[src/rtl/neopixel_ws2812_serializer_pkg.sv]
// Shared neopixel definitions: WS2812 timing defaults (in 10 MHz cycles)
// and the serializer FSM state encoding.
package neopixel_ws2812_serializer_pkg;

  localparam int CLK_FREQ_HZ = 10_000_000;
  localparam int T0H_DEF     = 4;
  localparam int T1H_DEF     = 8;
  localparam int TBIT_DEF    = 12;
  localparam int TLATCH_DEF  = 600;

  typedef enum logic [1:0] {
    IDLE  = 2'd0,
    SEND  = 2'd1,
    LATCH = 2'd2
  } fsmState_t;

endpackage

[src/rtl/neopixel_ws2812_serializer_bit_encoder.sv]
// Turns the current bit value and its position inside the bit period into
// the WS2812 line level, registered so neoData is glitch-free.
module neopixel_bit_encoder #(
  parameter int T0H   = 4,
  parameter int T1H   = 8,
  parameter int CYC_W = 4
) (
  input  logic             clk10mhz,
  input  logic             apbPresern,
  input  logic             enable,
  input  logic             bitVal,
  input  logic [CYC_W-1:0] cycCnt,
  output logic             neoData
);

  logic [CYC_W-1:0] highTime;
  logic             level;

  always_comb begin
    highTime = bitVal ? CYC_W'(T1H) : CYC_W'(T0H);
    level    = enable && (cycCnt < highTime);
  end

  always_ff @(posedge clk10mhz or negedge apbPresern) begin
    if (!apbPresern) begin
      neoData <= 1'b0;
    end else begin
      neoData <= level;
    end
  end

endmodule

[src/rtl/neopixel_ws2812_serializer.sv]
// WS2812 serializer: accepts pixel bytes over valid/ready, shifts them out
// MSB first and closes each frame with a low latch period.
module neopixel_ws2812_serializer
  import neopixel_ws2812_serializer_pkg::*;
#(
  parameter int T0H    = T0H_DEF,
  parameter int T1H    = T1H_DEF,
  parameter int TBIT   = TBIT_DEF,
  parameter int TLATCH = TLATCH_DEF
) (
  input  logic       clk10mhz,
  input  logic       apbPresern,
  input  logic [7:0] byteData,
  input  logic       byteValid,
  input  logic       byteLast,
  output logic       byteReady,
  output logic       neoData,
  output logic       neoState,
  output logic       frameDone,
  output logic       underrun
);

  localparam int CYC_W   = $clog2(TBIT);
  localparam int LATCH_W = $clog2(TLATCH);
  localparam logic [CYC_W-1:0]   CYC_LAST   = CYC_W'(TBIT - 1);
  localparam logic [LATCH_W-1:0] LATCH_LAST = LATCH_W'(TLATCH - 1);

  fsmState_t          state, stateNext;
  logic [7:0]         shiftReg, shiftNext;
  logic [2:0]         bitIdx, bitIdxNext;
  logic [CYC_W-1:0]   cycCnt, cycCntNext;
  logic [LATCH_W-1:0] latchCnt, latchCntNext;
  logic               lastFlag, lastNext;
  logic               readyNext, doneNext, underrunNext;
  logic               accept, loadByte;

  assign accept   = byteValid && byteReady;
  assign neoState = (state != IDLE);

  always_ff @(posedge clk10mhz or negedge apbPresern) begin
    if (!apbPresern) begin
      state     <= IDLE;
      shiftReg  <= '0;
      bitIdx    <= '0;
      cycCnt    <= '0;
      latchCnt  <= '0;
      lastFlag  <= 1'b0;
      byteReady <= 1'b0;
      frameDone <= 1'b0;
      underrun  <= 1'b0;
    end else begin
      state     <= stateNext;
      shiftReg  <= shiftNext;
      bitIdx    <= bitIdxNext;
      cycCnt    <= cycCntNext;
      latchCnt  <= latchCntNext;
      lastFlag  <= lastNext;
      byteReady <= readyNext;
      frameDone <= doneNext;
      underrun  <= underrunNext;
    end
  end

  // Handshake outputs are registered, so they are derived from the next-state
  // values; a byte boundary loads the following byte with no idle cycle.
  always_comb begin
    stateNext    = state;
    shiftNext    = shiftReg;
    bitIdxNext   = bitIdx;
    cycCntNext   = cycCnt;
    latchCntNext = latchCnt;
    lastNext     = lastFlag;
    underrunNext = 1'b0;
    loadByte     = 1'b0;

    case (state)
      IDLE: begin
        loadByte = accept;
      end
      SEND: begin
        if (cycCnt == CYC_LAST) begin
          if (bitIdx != 3'd0) begin
            shiftNext  = {shiftReg[6:0], 1'b0};
            bitIdxNext = bitIdx - 3'd1;
            cycCntNext = '0;
          end else if (accept) begin
            loadByte = 1'b1;
          end else begin
            stateNext    = LATCH;
            cycCntNext   = '0;
            latchCntNext = '0;
            underrunNext = !lastFlag;
          end
        end else begin
          cycCntNext = cycCnt + 1'b1;
        end
      end
      LATCH: begin
        if (latchCnt == LATCH_LAST) begin
          stateNext    = IDLE;
          latchCntNext = '0;
        end else begin
          latchCntNext = latchCnt + 1'b1;
        end
      end
      default: begin
        stateNext = IDLE;
      end
    endcase

    if (loadByte) begin
      stateNext  = SEND;
      shiftNext  = byteData;
      lastNext   = byteLast;
      bitIdxNext = 3'd7;
      cycCntNext = '0;
    end

    readyNext = (stateNext == IDLE) ||
                ((stateNext == SEND) && (cycCntNext == CYC_LAST) &&
                 (bitIdxNext == 3'd0) && !lastNext);
    doneNext  = (stateNext == LATCH) && (latchCntNext == LATCH_LAST);
  end

  neopixel_bit_encoder #(
    .T0H  (T0H),
    .T1H  (T1H),
    .CYC_W(CYC_W)
  ) bitEncoder (
    .clk10mhz  (clk10mhz),
    .apbPresern(apbPresern),
    .enable    (state == SEND),
    .bitVal    (shiftReg[7]),
    .cycCnt    (cycCnt),
    .neoData   (neoData)
  );

endmodule

[config.mk]
export PLATFORM = sky130hd
export DESIGN_NAME = neopixel_ws2812_serializer
export DESIGN_NICKNAME = d
export VERILOG_FILES = /design/src/rtl/neopixel_ws2812_serializer_pkg.sv /design/src/rtl/neopixel_ws2812_serializer_bit_encoder.sv /design/src/rtl/neopixel_ws2812_serializer.sv
export SDC_FILE = /design/constraint.sdc
export NUM_CORES = 1
export LEC_CHECK = 0
export ABC_CLOCK_PERIOD_IN_PS = 5700
export BUFFER_PORTS_ARGS = -buffer_cell sky130_fd_sc_hd__clkbuf_2
export CAP_MARGIN = 20
export CORE_MARGIN = 3
export CORE_UTILIZATION = 40
export DETAILED_ROUTE_END_ITERATION = 8
export GPL_ROUTABILITY_DRIVEN = 1
export PLACE_DENSITY = 0.59
export RECOVER_POWER = 50
export SLEW_MARGIN = 20
export SYNTH_ARGS = -nofsm -noshare
export SYNTH_HDL_FRONTEND = slang
export SYNTH_SLANG_ARGS = --single-unit
[constraint.sdc]
create_clock -name clk10mhz -period 5.7 [get_ports clk10mhz]
set_input_delay 1.425 -clock clk10mhz [delete_from_list [all_inputs] [get_ports clk10mhz]]
set_output_delay 1.425 -clock clk10mhz [all_outputs]
set_load 0.03 [all_outputs]
==> impl_results.rst <==
.. list-table::
   :header-rows: 1

   * - Metric
     - Value
   * - Count of cell types in the netlist
     - 52
   * - Number of antenna violations at the first check in global routing
     - 0
   * - Number of hold-slack violations in the final timing report
     - 0
   * - Final setup viols
     - 0
   * - Drt wl/cell
     - roughly 15 um
   * - Critical Path Max Stage Delay
     - around 0.51 ns
   * - Average instance area after synthesis
     - 9.798 um^2
   * - Hold Path Stages
     - 1
   * - Power, Total
     - roughly 0.00083 W
   * - Cell seen most often among critical-path stages
     - nand2_1
   * - Cell count after synthesis
     - about 190
   * - Max transition margin
     - -14.73%
   * - Final period util
     - roughly half
   * - Largest area contributor in the netlist
     - dfrtp_1
   * - Die Outline Area
     - between 5000 and 6000 um^2
   * - Initial detailed-routing violation count
     - 55
   * - Startpoint type of the worst setup path
     - input port
   * - # H-tree levels
     - 2
   * - Final sum of negative setup slack
     - 0 ns
   * - Family with the most delay on the worst path
     - simple AND/OR/NAND/NOR gates
   * - Met2 Routed Length
     - roughly 1900 um
   * - Syn_nets
     - 210
   * - Worst setup path class
     - input port to flop
   * - Total number of yosys warnings
     - 0
   * - Top_reg_cell synth
     - dfrtp_1
   * - Area fraction of the dominant cell type after synthesis
     - around 43%
   * - P_sw
     - around 0.00033 W
   * - Port bufs
     - 16
   * - Maximum clock insertion buffer count
     - 2
   * - Core Box Area
     - around 4400 um^2
   * - Internal power contribution
     - 0.0005063 W
   * - CP cell instances
     - clkbuf_1 > nand2_1 > a31o_1 > mux2i_2 > nand2_1 > or4b_4 > nor4b_4
   * - Synth area leaders
     - dfrtp_1 43%, ha_1 6.1%, nand2_1 4.5%
   * - Metal3 WL
     - ~220 um
   * - Cell Count Post-Placement
     - 253
   * - Proportion of synthesized flip-flops having asynchronous set or reset
     - 100.0%
   * - Part of the Yosys area used for sequential elements
     - 43.24%
   * - R2r startpoint
     - state[1]
   * - Layout cells sized above 1
     - ~16%
   * - Core utilization of the finished layout
     - a little under half
   * - IO Pins
     - 17
   * - Worst path buffer plus inverter count
     - 1
   * - Crit path capture type
     - flop
   * - Path class of the lowest-slack min-delay path
     - flop to flop
   * - Inserted Clock Buffers
     - 5
   * - Leak
     - 0.9047 nW
   * - Wl on met1
     - around 1700 um
   * - Final nets
     - around 230
   * - Relative contribution of combinational cells to total power
     - between 30 and 40%
   * - Required time of the worst setup path
     - ~6 ns
   * - Endpoint, Worst Hold
     - underrun
   * - Starting Density
     - between 40% and 50%
   * - Slowest CP cell
     - or4b_4
   * - Share of power burned in the clock network
     - around 22%
   * - Shortest clock period the worst path allows after layout
     - about 2.8 ns
   * - Wire length of the first global-routing pass
     - ~6700 um
   * - Proportion of power drawn by flip-flops and latches
     - between 40% and 50%
   * - Maximum frequency from static timing analysis
     - around 360 MHz
   * - CTS Hold Bufs
     - 0
   * - Number of cells traversed by the worst register-to-register path
     - 8
   * - Via Count
     - 1462
   * - Fin cells
     - roughly 260
   * - Setup slack on the worst flop-to-flop path
     - 3.05 ns
   * - Width of the die
     - 74.04 um
   * - Top routing layer in use
     - met4
   * - Actual transition at the worst max-transition pin
     - 1.721 ns
   * - Overflow left after global routing
     - 0
   * - RSZ-0062 raised after global routing
     - no
   * - TritonCTS clock tree
     - yes
   * - Vertical die dimension
     - 74.04 um
   * - Pre-Repair DR Iteration Count
     - 4
   * - Largest clock skew in the final design
     - approximately 0.0022 ns
   * - Largest fanout on the critical path
     - 4
   * - Routed wire length
     - between 3000 and 4000 um
   * - Worst Min Path Start
     - lastFlag
   * - Number of global-route vias before repair
     - roughly 1400
   * - Worst EP arrival
     - approximately 3 ns
   * - FF+latch count, synth
     - 32
   * - Critical R2R Capture
     - byteReady
   * - Aggregate global-route resource usage
     - between 10% and 20%
   * - Largest vdd supply drop
     - 0.0001975 V
   * - Setup slack after layout
     - around 2.9 ns
   * - Later-pin clock latency in the skew report
     - approximately 0.28 ns
   * - Detailed-route vias per instance
     - about 5.6
   * - Post-CTS Setup Inserts
     - 0
   * - Diode insertion count for antenna repair
     - 0
   * - Switching power share of the total
     - between 30 and 40%
   * - Largest net degree at the start of global routing
     - 33
   * - Synthesis-to-layout area growth
     - 12.09%
   * - Maximum Capacitance Violations
     - 1
   * - Number of placement rows
     - 24
   * - Post-synthesis instance area
     - 1852 um^2
   * - Buffer cell driving the clock tree root
     - clkbuf_8
   * - Num Clock Sinks
     - 32
   * - DP HPWL
     - 2866 um
   * - ANT nets after route
     - 0
   * - Violated checks
     - max-capacitance violations, max-slew violations
   * - DRC viols
     - 0
   * - Post-placement setup slack
     - roughly 2.6 ns
   * - Run status
     - finished with violations
   * - Max-slew violation total from the final report
     - 33
   * - CTS clock-pin slew for the worst setup and hold paths
     - 0.07 ns
   * - Number of synthesized flops with an enable pin
     - 0
   * - Number of gates resized after CTS
     - 0
   * - Cell area power density
     - approximately 400 nW/um^2
   * - Routability congestion estimate from global placement
     - ~0.88
==> layout make-up <==
cell class,instances,area (um^2)
flip-flops and latches,32,800.8
fillers,425,2338
inverters,10,37.54
clock inverters,1,7.507
repair buffers,17,85.08
multi-input cells,142,993.5
clock buffers,7,86.33
well taps,52,65.06
==> sequential cells by signal (all words and copies together), names as in the netlist <==
signal              count
bitEncoder.neoData      1
bitIdx                  3
byteReady               1
cycCnt                  4
frameDone               1
lastFlag                1
latchCnt               10
shiftReg                8
state                   2
underrun                1
==> Yosys cell counts, types with 2 or more instances <==
cell	count
dfrtp_1	32
nand2_1	22
o21ai_0	16
inv_1	10
ha_1	9
nand3_1	8
nor2_1	8
a21oi_1	7
mux2i_1	7
nor3_1	5
a31oi_1	4
nand2b_1	4
clkbuf_1	3
nand4b_1	3
nor2b_1	3
nor3b_1	3
xnor2_1	3
a21boi_0	2
a21o_1	2
and2_1	2
and3_1	2
and4_1	2
nand3b_1	2
o31ai_1	2
==> worst register-to-register path: cells and delay by family (launching register included) <==
kind	cells	cell delay [ns]
AO/OA/AOI/OAI	2	0.31
adder cells (fa/ha/maj)	1	0.43
buffers and inverters	1	0.12
flip-flops	1	0.40
AND/OR/NAND/NOR	4	1.33
==> kinds of logic (layout without fill, tap and decap cells) <==
family,after synthesis,count (layout),share of synthesized area [%]
AO/OA/AOI/OAI,48,48,17.63
flip-flops,32,32,43.24
buffers and inverters,15,35,3.108
multiplexers,9,9,5.135
AND/OR/NAND/NOR,73,73,23.38
adder cells (fa/ha/maj),9,9,6.081
XOR/XNOR,3,3,1.419
==> power groups by stage <==
stage / registers [W] / clock network (W) / logic, W
5_1_grt: 0.000352 / 0.000203 / 0.000342
3_5_place_dp: 0.000348 / 0 / 0.000307
3_3_place_gp: 0.000345 / 0 / 0.000299
6_report: 0.000344 / 0.000185 / 0.000304
4_1_cts: 0.000343 / 0.000191 / 0.000309
2_1_floorplan: 0.000340 / 0 / 0.000229
==> worst max path at each step <==
stage | from | endpoint | slack [ns] | cells after the start
3_5_place_dp | byteValid | frameDone | 2.63 | 7
2_1_floorplan | byteValid | frameDone | 2.96 | 6
4_1_cts | byteValid | frameDone | 2.93 | 7
3_3_place_gp | byteValid | frameDone | 2.64 | 7
5_1_grt | state[1] | byteReady | 2.68 | 8
6_report | byteValid | frameDone | 2.94 | 7
==> placed cells by master, fill, tap and decap left out, types with 5 or more instances in the layout <==
cell type / synthesis / layout
dfrtp_1: 32 / 32
nand2_1: 22 / 22
o21ai_0: 16 / 16
clkbuf_2: 1 / 14
inv_1: 10 / 10
ha_1: 9 / 9
nand3_1: 8 / 8
nor2_1: 8 / 8
a21oi_1: 7 / 7
mux2i_1: 7 / 7
clkbuf_8: 0 / 6
nor3_1: 5 / 5
==> through the flow <==
step	area, um^2	hold WS (ns)
floorplan	1852	0.3993
global placement	1984	0.4385
detailed placement	1984	0.4324
CTS	2078	0.4436
global route	2076	0.4814
finish	2076	0.4466
==> metal layers <==
metal	global-route usage, %	vias up
met5	0	-
met4	6.036	0
met3	5.000	7
met2	24.41	39
met1	21.19	687
li1	-	729
(Power assumes the default switching activity.)
